$ cat src/rtl/conv_seq_ctrl.sv
// rtl/conv_seq_ctrl.sv - sequential single-MAC convolution controller, one tap per cycle
// Optional CONV_SEQ_SATURATE_EN: saturate out_data instead of keeping the low bits.
module conv_seq_ctrl #(
    parameter int N            = 5,
    parameter int C            = 1,
    parameter int F            = 3,
    parameter int S            = 1,
    parameter int P            = 0,
    parameter int bias         = 0,
    parameter int indatawidth  = 8,
    parameter int outdatawidth = 8,
    localparam int O  = (N - F + 2 * P) / S + 1,
    localparam int NW = (N > 1) ? $clog2(N) : 1,
    localparam int FW = (F > 1) ? $clog2(F) : 1,
    localparam int CW = $clog2(C) | 1,
    localparam int OW = (O > 1) ? $clog2(O) : 1
) (
    input  logic                    clk,
    input  logic                    rst_n,
    input  logic                    start,
    output logic                    busy,
    output logic                    done,
    output logic                    img_rd_en,
    output logic [NW-1:0]           img_row,
    output logic [NW-1:0]           img_col,
    output logic [CW-1:0]           img_ch,
    input  logic [indatawidth-1:0]  img_data,
    output logic                    flt_rd_en,
    output logic [FW-1:0]           flt_row,
    output logic [FW-1:0]           flt_col,
    output logic [CW-1:0]           flt_ch,
    input  logic [indatawidth-1:0]  flt_data,
    output logic                    out_valid,
    input  logic                    out_ready,
    output logic [outdatawidth-1:0] out_data,
    output logic [OW-1:0]           out_row,
    output logic [OW-1:0]           out_col
);

    localparam int ACCW = 2 * indatawidth + $clog2(F * F * C) + 1;
    localparam int SW   = ((ACCW > 32) ? ACCW : 32) + 1;

    typedef enum logic [1:0] {IDLE, FETCH, LAST, EMIT} state_t;

    state_t                      state, state_nxt;
    logic [FW-1:0]               i_f, j_f;
    logic [CW-1:0]               k;
    logic [OW-1:0]               i_o, j_o;
    logic                        inr_q;
    logic [ACCW-1:0]             acc, acc_nxt;
    logic [2*indatawidth-1:0]    prod;
    logic [outdatawidth-1:0]     red;
    logic                        last_tap, last_out, hs, in_range;
    int                          r, c;

    assign last_tap = (i_f == FW'(F - 1)) && (j_f == FW'(F - 1)) && (k == CW'(C - 1));
    assign last_out = (i_o == OW'(O - 1)) && (j_o == OW'(O - 1));
    assign hs       = (state == EMIT) && out_ready;

    // Padding taps land at negative or >=N coordinates and are never read.
    always_comb begin
        r        = int'(i_o) * S + int'(i_f) - P;
        c        = int'(j_o) * S + int'(j_f) - P;
        in_range = (r >= 0) && (r < N) && (c >= 0) && (c < N);
    end

    // The final tap's product arrives during LAST, so fold it in before reducing.
    always_comb begin
        prod    = img_data * flt_data;
        acc_nxt = acc + (inr_q ? ACCW'(prod) : '0);
    end

`ifdef CONV_SEQ_SATURATE_EN
    logic [SW-1:0] sum;
    always_comb begin
        sum = SW'(acc_nxt) + SW'(bias);
        red = (|sum[SW-1:outdatawidth]) ? '1 : sum[outdatawidth-1:0];
    end
`else
    always_comb begin
        red = outdatawidth'(acc_nxt) + outdatawidth'(bias);
    end
`endif

    always_ff @(posedge clk or negedge rst_n) begin
        if (!rst_n) begin
            state <= IDLE;
        end else begin
            state <= state_nxt;
        end
    end

    always_comb begin
        state_nxt = state;
        case (state)
            IDLE:    if (start) state_nxt = FETCH;
            FETCH:   if (last_tap) state_nxt = LAST;
            LAST:    state_nxt = EMIT;
            EMIT:    if (out_ready) state_nxt = last_out ? IDLE : FETCH;
            default: state_nxt = IDLE;
        endcase
    end

    always_comb begin
        busy      = (state != IDLE);
        out_valid = (state == EMIT);
        flt_rd_en = (state == FETCH);
        img_rd_en = (state == FETCH) && in_range;
        img_row   = r[NW-1:0];
        img_col   = c[NW-1:0];
        img_ch    = k;
        flt_row   = i_f;
        flt_col   = j_f;
        flt_ch    = k;
    end

    always_ff @(posedge clk or negedge rst_n) begin
        if (!rst_n) begin
            i_f      <= '0;
            j_f      <= '0;
            k        <= '0;
            i_o      <= '0;
            j_o      <= '0;
            inr_q    <= 1'b0;
            acc      <= '0;
            done     <= 1'b0;
            out_data <= '0;
            out_row  <= '0;
            out_col  <= '0;
        end else begin
            inr_q <= (state == FETCH) && in_range;
            done  <= hs && last_out;

            if (state != FETCH && state_nxt == FETCH) begin
                acc <= '0;
            end else begin
                acc <= acc_nxt;
            end

            if (state == FETCH) begin
                if (i_f == FW'(F - 1)) begin
                    i_f <= '0;
                    if (j_f == FW'(F - 1)) begin
                        j_f <= '0;
                        k   <= (k == CW'(C - 1)) ? '0 : k + 1'b1;
                    end else begin
                        j_f <= j_f + 1'b1;
                    end
                end else begin
                    i_f <= i_f + 1'b1;
                end
            end

            if (state == LAST) begin
                out_data <= red;
                out_row  <= i_o;
                out_col  <= j_o;
            end

            if (hs) begin
                if (i_o == OW'(O - 1)) begin
                    i_o <= '0;
                    j_o <= (j_o == OW'(O - 1)) ? '0 : j_o + 1'b1;
                end else begin
                    i_o <= i_o + 1'b1;
                end
            end
        end
    end

endmodule
$ cat config.mk
export PLATFORM = sky130hd
export DESIGN_NAME = conv_seq_ctrl
export DESIGN_NICKNAME = d
export VERILOG_FILES = /design/src/rtl/conv_seq_ctrl.sv
export SDC_FILE = /design/constraint.sdc
export NUM_CORES = 1
export LEC_CHECK = 0
export CAP_MARGIN = 20
export CORE_ASPECT_RATIO = 0.75
export CORE_MARGIN = 2
export CORE_UTILIZATION = 54
export CTS_BUF_LIST = sky130_fd_sc_hd__clkbuf_4 sky130_fd_sc_hd__clkbuf_8
export DETAILED_ROUTE_END_ITERATION = 8
export PLACE_DENSITY_LB_ADDON = 0.1
export SETUP_SLACK_MARGIN = 0.2
export SLEW_MARGIN = 20
export SYNTH_ARGS = -nofsm -noshare
export SYNTH_HDL_FRONTEND = slang
export SYNTH_SLANG_ARGS = --single-unit
$ cat constraint.sdc
create_clock -name clk -period 3.05 [get_ports clk]
set_input_delay 0.305 -clock clk [delete_from_list [all_inputs] [get_ports clk]]
set_output_delay 0.305 -clock clk [all_outputs]
set_load 0.005 [all_outputs]
==> results.md <==
* Status: finished, violations left
* Failing checks: negative setup slack
* Tcrit/Tclk final at 1.222
* WL/cell at 16.43 um
* Gate power share at 0.673
* F_max at 268.2 MHz
* Reg-to-reg slack, setup at 0.69 ns
* Simple logic cell fraction of the synthesized area at 0.1886
* Peak VDD IR at 0.6131 mV
* CTS tree: built
* CP endpoint kind: register
* Largest family of logic cells by synthesized area: adder cells
* Worst-path maximum fanout at 4
* Worst Tran Pin Value at 0.8561 ns
* Sequential power share at 0.212
* Post-Synthesis Cells at 249
* HP Class: in2async
* Max_cap viols at 0
* Post-route ant nets at 0
* Leakage at 1.704 nW
* CTS HTree Levels at 2
* Largest net degree at the start of global routing at 33
* I/O pin cnt at 49
* Detail Placement HPWL at 4486 um
* Core Footprint at 4414 um^2
* Adder-cell share of the synthesized area at 0.2491
* CP arrival at 3.95 ns
* Avg Cell Area, Syn at 9.884 um^2
* Slew Viols, Final at 0
* Pwr Total at 3.532 mW
* Max clock buf depth at 2
* Iter 0 DRT Violations at 81
* Initial core utilization at 0.5575
* Clock power share at 0.115
* Setup Crit Path Kind: in2reg
* Sw Pwr at 1.352 mW
* Total Die Area at 5119 um^2
* Synth area leader: dfrtp_1
* Initial antenna violation count at 0
* Fraction of synthesized area in multiplexers at 0.02745
* XOR/XNOR share of the synthesized area at 0.09100
* Hold buffer count at CTS at 0
* Vias per std cell at 5.198
* Placed Cells incl. Taps at 369
* Row count at 21
* Worst rel slew slack at 0.4292
* Nets at 386
* Syn Std Cell Area at 2461 um^2
* CP Launch Type: input port
* #FFs+latches synth at 32
* Internal at 2.180 mW
* 1st-pass router iterations at 4
* Clk sinks at 32
* Synth Warn # at 0
* Ant diodes at 0
* Clk pin slew, worst setup/hold paths at 0.07 ns
* Final hold violations at 0
* Storage element area at 800.8 um^2
* Layout area overhead at 47.84%
* CTS root buf: clkbuf_8
* Clock skew at 0.006220 ns
* Tmin final at 3.728 ns
* Chip width at 81.96 um
* Unique masters post-synth at 33
* Final routed DRC violation total at 0
* Overflow after GRT at 0
* Input/output buffers at 46
* Die Span Y at 62.47 um
* Fin cells at 384
* DR vias at 1996
* Sequential-to-total area share from yosys stat at 0.3254
* Multi-input logic area at 1901 um^2
* First-pass GRT wire length at 10050 um
* Share of layout cells above drive strength 1 at 0.3456
* RD Place Congestion at 0.8758
* Gr usage total at 0.2640
* Vias in the first global route at 2038
* Total CTS buffers at 5
* Total power per unit cell area at 970.8 nW/um^2
* Unrepaired setup endpoints after global routing: yes
* Routed WL at 6310 um
* Synth area leaders: dfrtp_1 (33%), ha_1 (13%), fa_1 (12%)
* Post-synthesis compound-gate area fraction at 0.07117
* Clk Latency, worst-skew pair at 0.29 ns
* Top-area cell type share of the netlist area at 0.3254
* Fillers at 249
* Sw frac at 0.3828
* Setup ws final at -0.6783 ns
* CP required at 3.27 ns
* Setup violations, final at 8
[layout by cell type, fill, tap and decap left out, types with 4 or more instances in the layout]
cell type / synthesis / final
and2_1: 19 / 9
nor2_1: 16 / 13
a21o_1: 6 / 6
buf_4: 2 / 24
o21ai_1: 1 / 5
ha_1: 25 / 10
nand2b_1: 4 / 4
nand2_1: 41 / 35
mux2_2: 6 / 6
xnor2_1: 10 / 8
clkdlybuf4s50_1: 0 / 33
inv_2: 0 / 6
clkbuf_8: 0 / 5
and2_4: 0 / 11
inv_1: 22 / 16
dlygate4sd2_1: 0 / 4
buf_6: 1 / 8
nand2_2: 1 / 6
ha_4: 0 / 13
fa_1: 15 / 12
o21ai_0: 13 / 9
dfrtp_1: 32 / 32
[per-stage QoR]
step | setup TNS, ns | hold slack (ns) | setup slack, ns | instance area, um^2 | utilization
CTS | -3.452 | 0.4209 | -0.7734 | 3546 | 0.8033
global placement | -9.965 | 0.4653 | -1.411 | 3262 | 0.7389
finish | -3.452 | 0.4113 | -0.6783 | 3638 | 0.8243
global route | -4.134 | 0.4682 | -0.7747 | 3638 | 0.8243
floorplan | -2.146 | 0.009409 | -0.5162 | 2610 | -
detailed placement | -10.63 | 0.4792 | -1.480 | 3262 | 0.7389
[state kept, by name (all words and copies together), names as in the netlist]
name,cells
inr_q,1
out_row,2
flt_col,2
i_o,2
j_o,2
acc,8
done,1
out_col,2
state,2
out_data,8
flt_row,2
[power by group through the flow]
stage / clock network [mW] / registers, mW / logic (mW)
global placement: 0 / 0.733 / 1.80
floorplan: 0 / 0.714 / 1.17
global route: 0.430 / 0.771 / 2.56
CTS: 0.411 / 0.738 / 2.14
detailed placement: 0 / 0.741 / 1.88
finish: 0.407 / 0.747 / 2.38
[critical path, cell delays in order]
cell,delay (ns)
buf_6,0.07
buf_8,0.11
nand2_8,0.04
fa_2,0.38
fa_1,0.50
inv_2,0.04
fa_1,0.46
fa_1,0.55
ha_4,0.22
buf_6,0.12
a21oi_4,0.10
xnor3_1,0.25
xnor3_1,0.23
nand2_1,0.07
xnor3_1,0.37
o21ai_1,0.12
[logic make-up (layout without fill, tap and decap cells)]
| group | after synthesis | after routing |
|---|---|---|
| AND/OR/NAND/NOR | 96 | 96 |
| adder cells (fa/ha/maj) | 40 | 40 |
| flip-flops | 32 | 32 |
| AO/OA/AOI/OAI | 28 | 28 |
| buffers and inverters | 26 | 103 |
| XOR/XNOR | 20 | 20 |
| multiplexers | 6 | 6 |
| other | 1 | 2 |
[cells in the mapped netlist]
library cell	count
xnor3_1	3
or2b_2	1
nand4b_1	1
and3_1	1
nor3_1	4
a21o_1	6
ha_1	25
and2_1	19
buf_6	1
nand2b_1	4
o21ai_1	1
xor2_1	6
o41ai_2	1
clkbuf_1	1
mux2_2	6
dfrtp_1	32
a21oi_2	1
inv_1	22
xnor2_1	10
and2_2	4
xnor2_2	1
nor2_1	16
a21oi_1	4
o21ai_0	13
conb_1	1
nand2_2	1
buf_4	2
fa_1	15
and3_2	1
nand2_1	41
o21bai_1	1
nor2b_1	3
o21a_1	1
[repair_timing]
item | CTS | global route
gates resized for setup | 76 | 16
buffers inserted | 6 | 1
gates cloned | 0 | 0
pin swaps | 33 | 15
setup endpoints to repair | 10 | 11
[area by class of cell]
type | instances | area share
Tap cell | 57 | 0.01960
Clock buffer | 5 | 0.01891
Multi-Input combinational cell | 192 | 0.5224
Clock inverter | 3 | 0.01169
Inverter | 22 | 0.02270
Sequential cell | 32 | 0.2201
Timing Repair Buffer | 73 | 0.1847
[final timing paths]
check	start	endpoint	cells after the start
min reg2reg	out_data[6]	out_data[6]	2
max in group asynchronous	rst_n	flt_row[0]	2
min in group clk	out_data[6]	out_data[6]	2
min	rst_n	state[1]	2
max	img_data[3]	out_data[7]	16
max reg2reg	inr_q	acc[6]	11
[layer usage]
layer  vias up  wire length (um)  global-route usage
met5         -                 0                   0
met4         0                51             0.03958
li1        947                 -                   -
met1       991              3163              0.4165
met3        10               238             0.05491
met2        48              2857              0.3831
(Power assumes the default switching activity.)
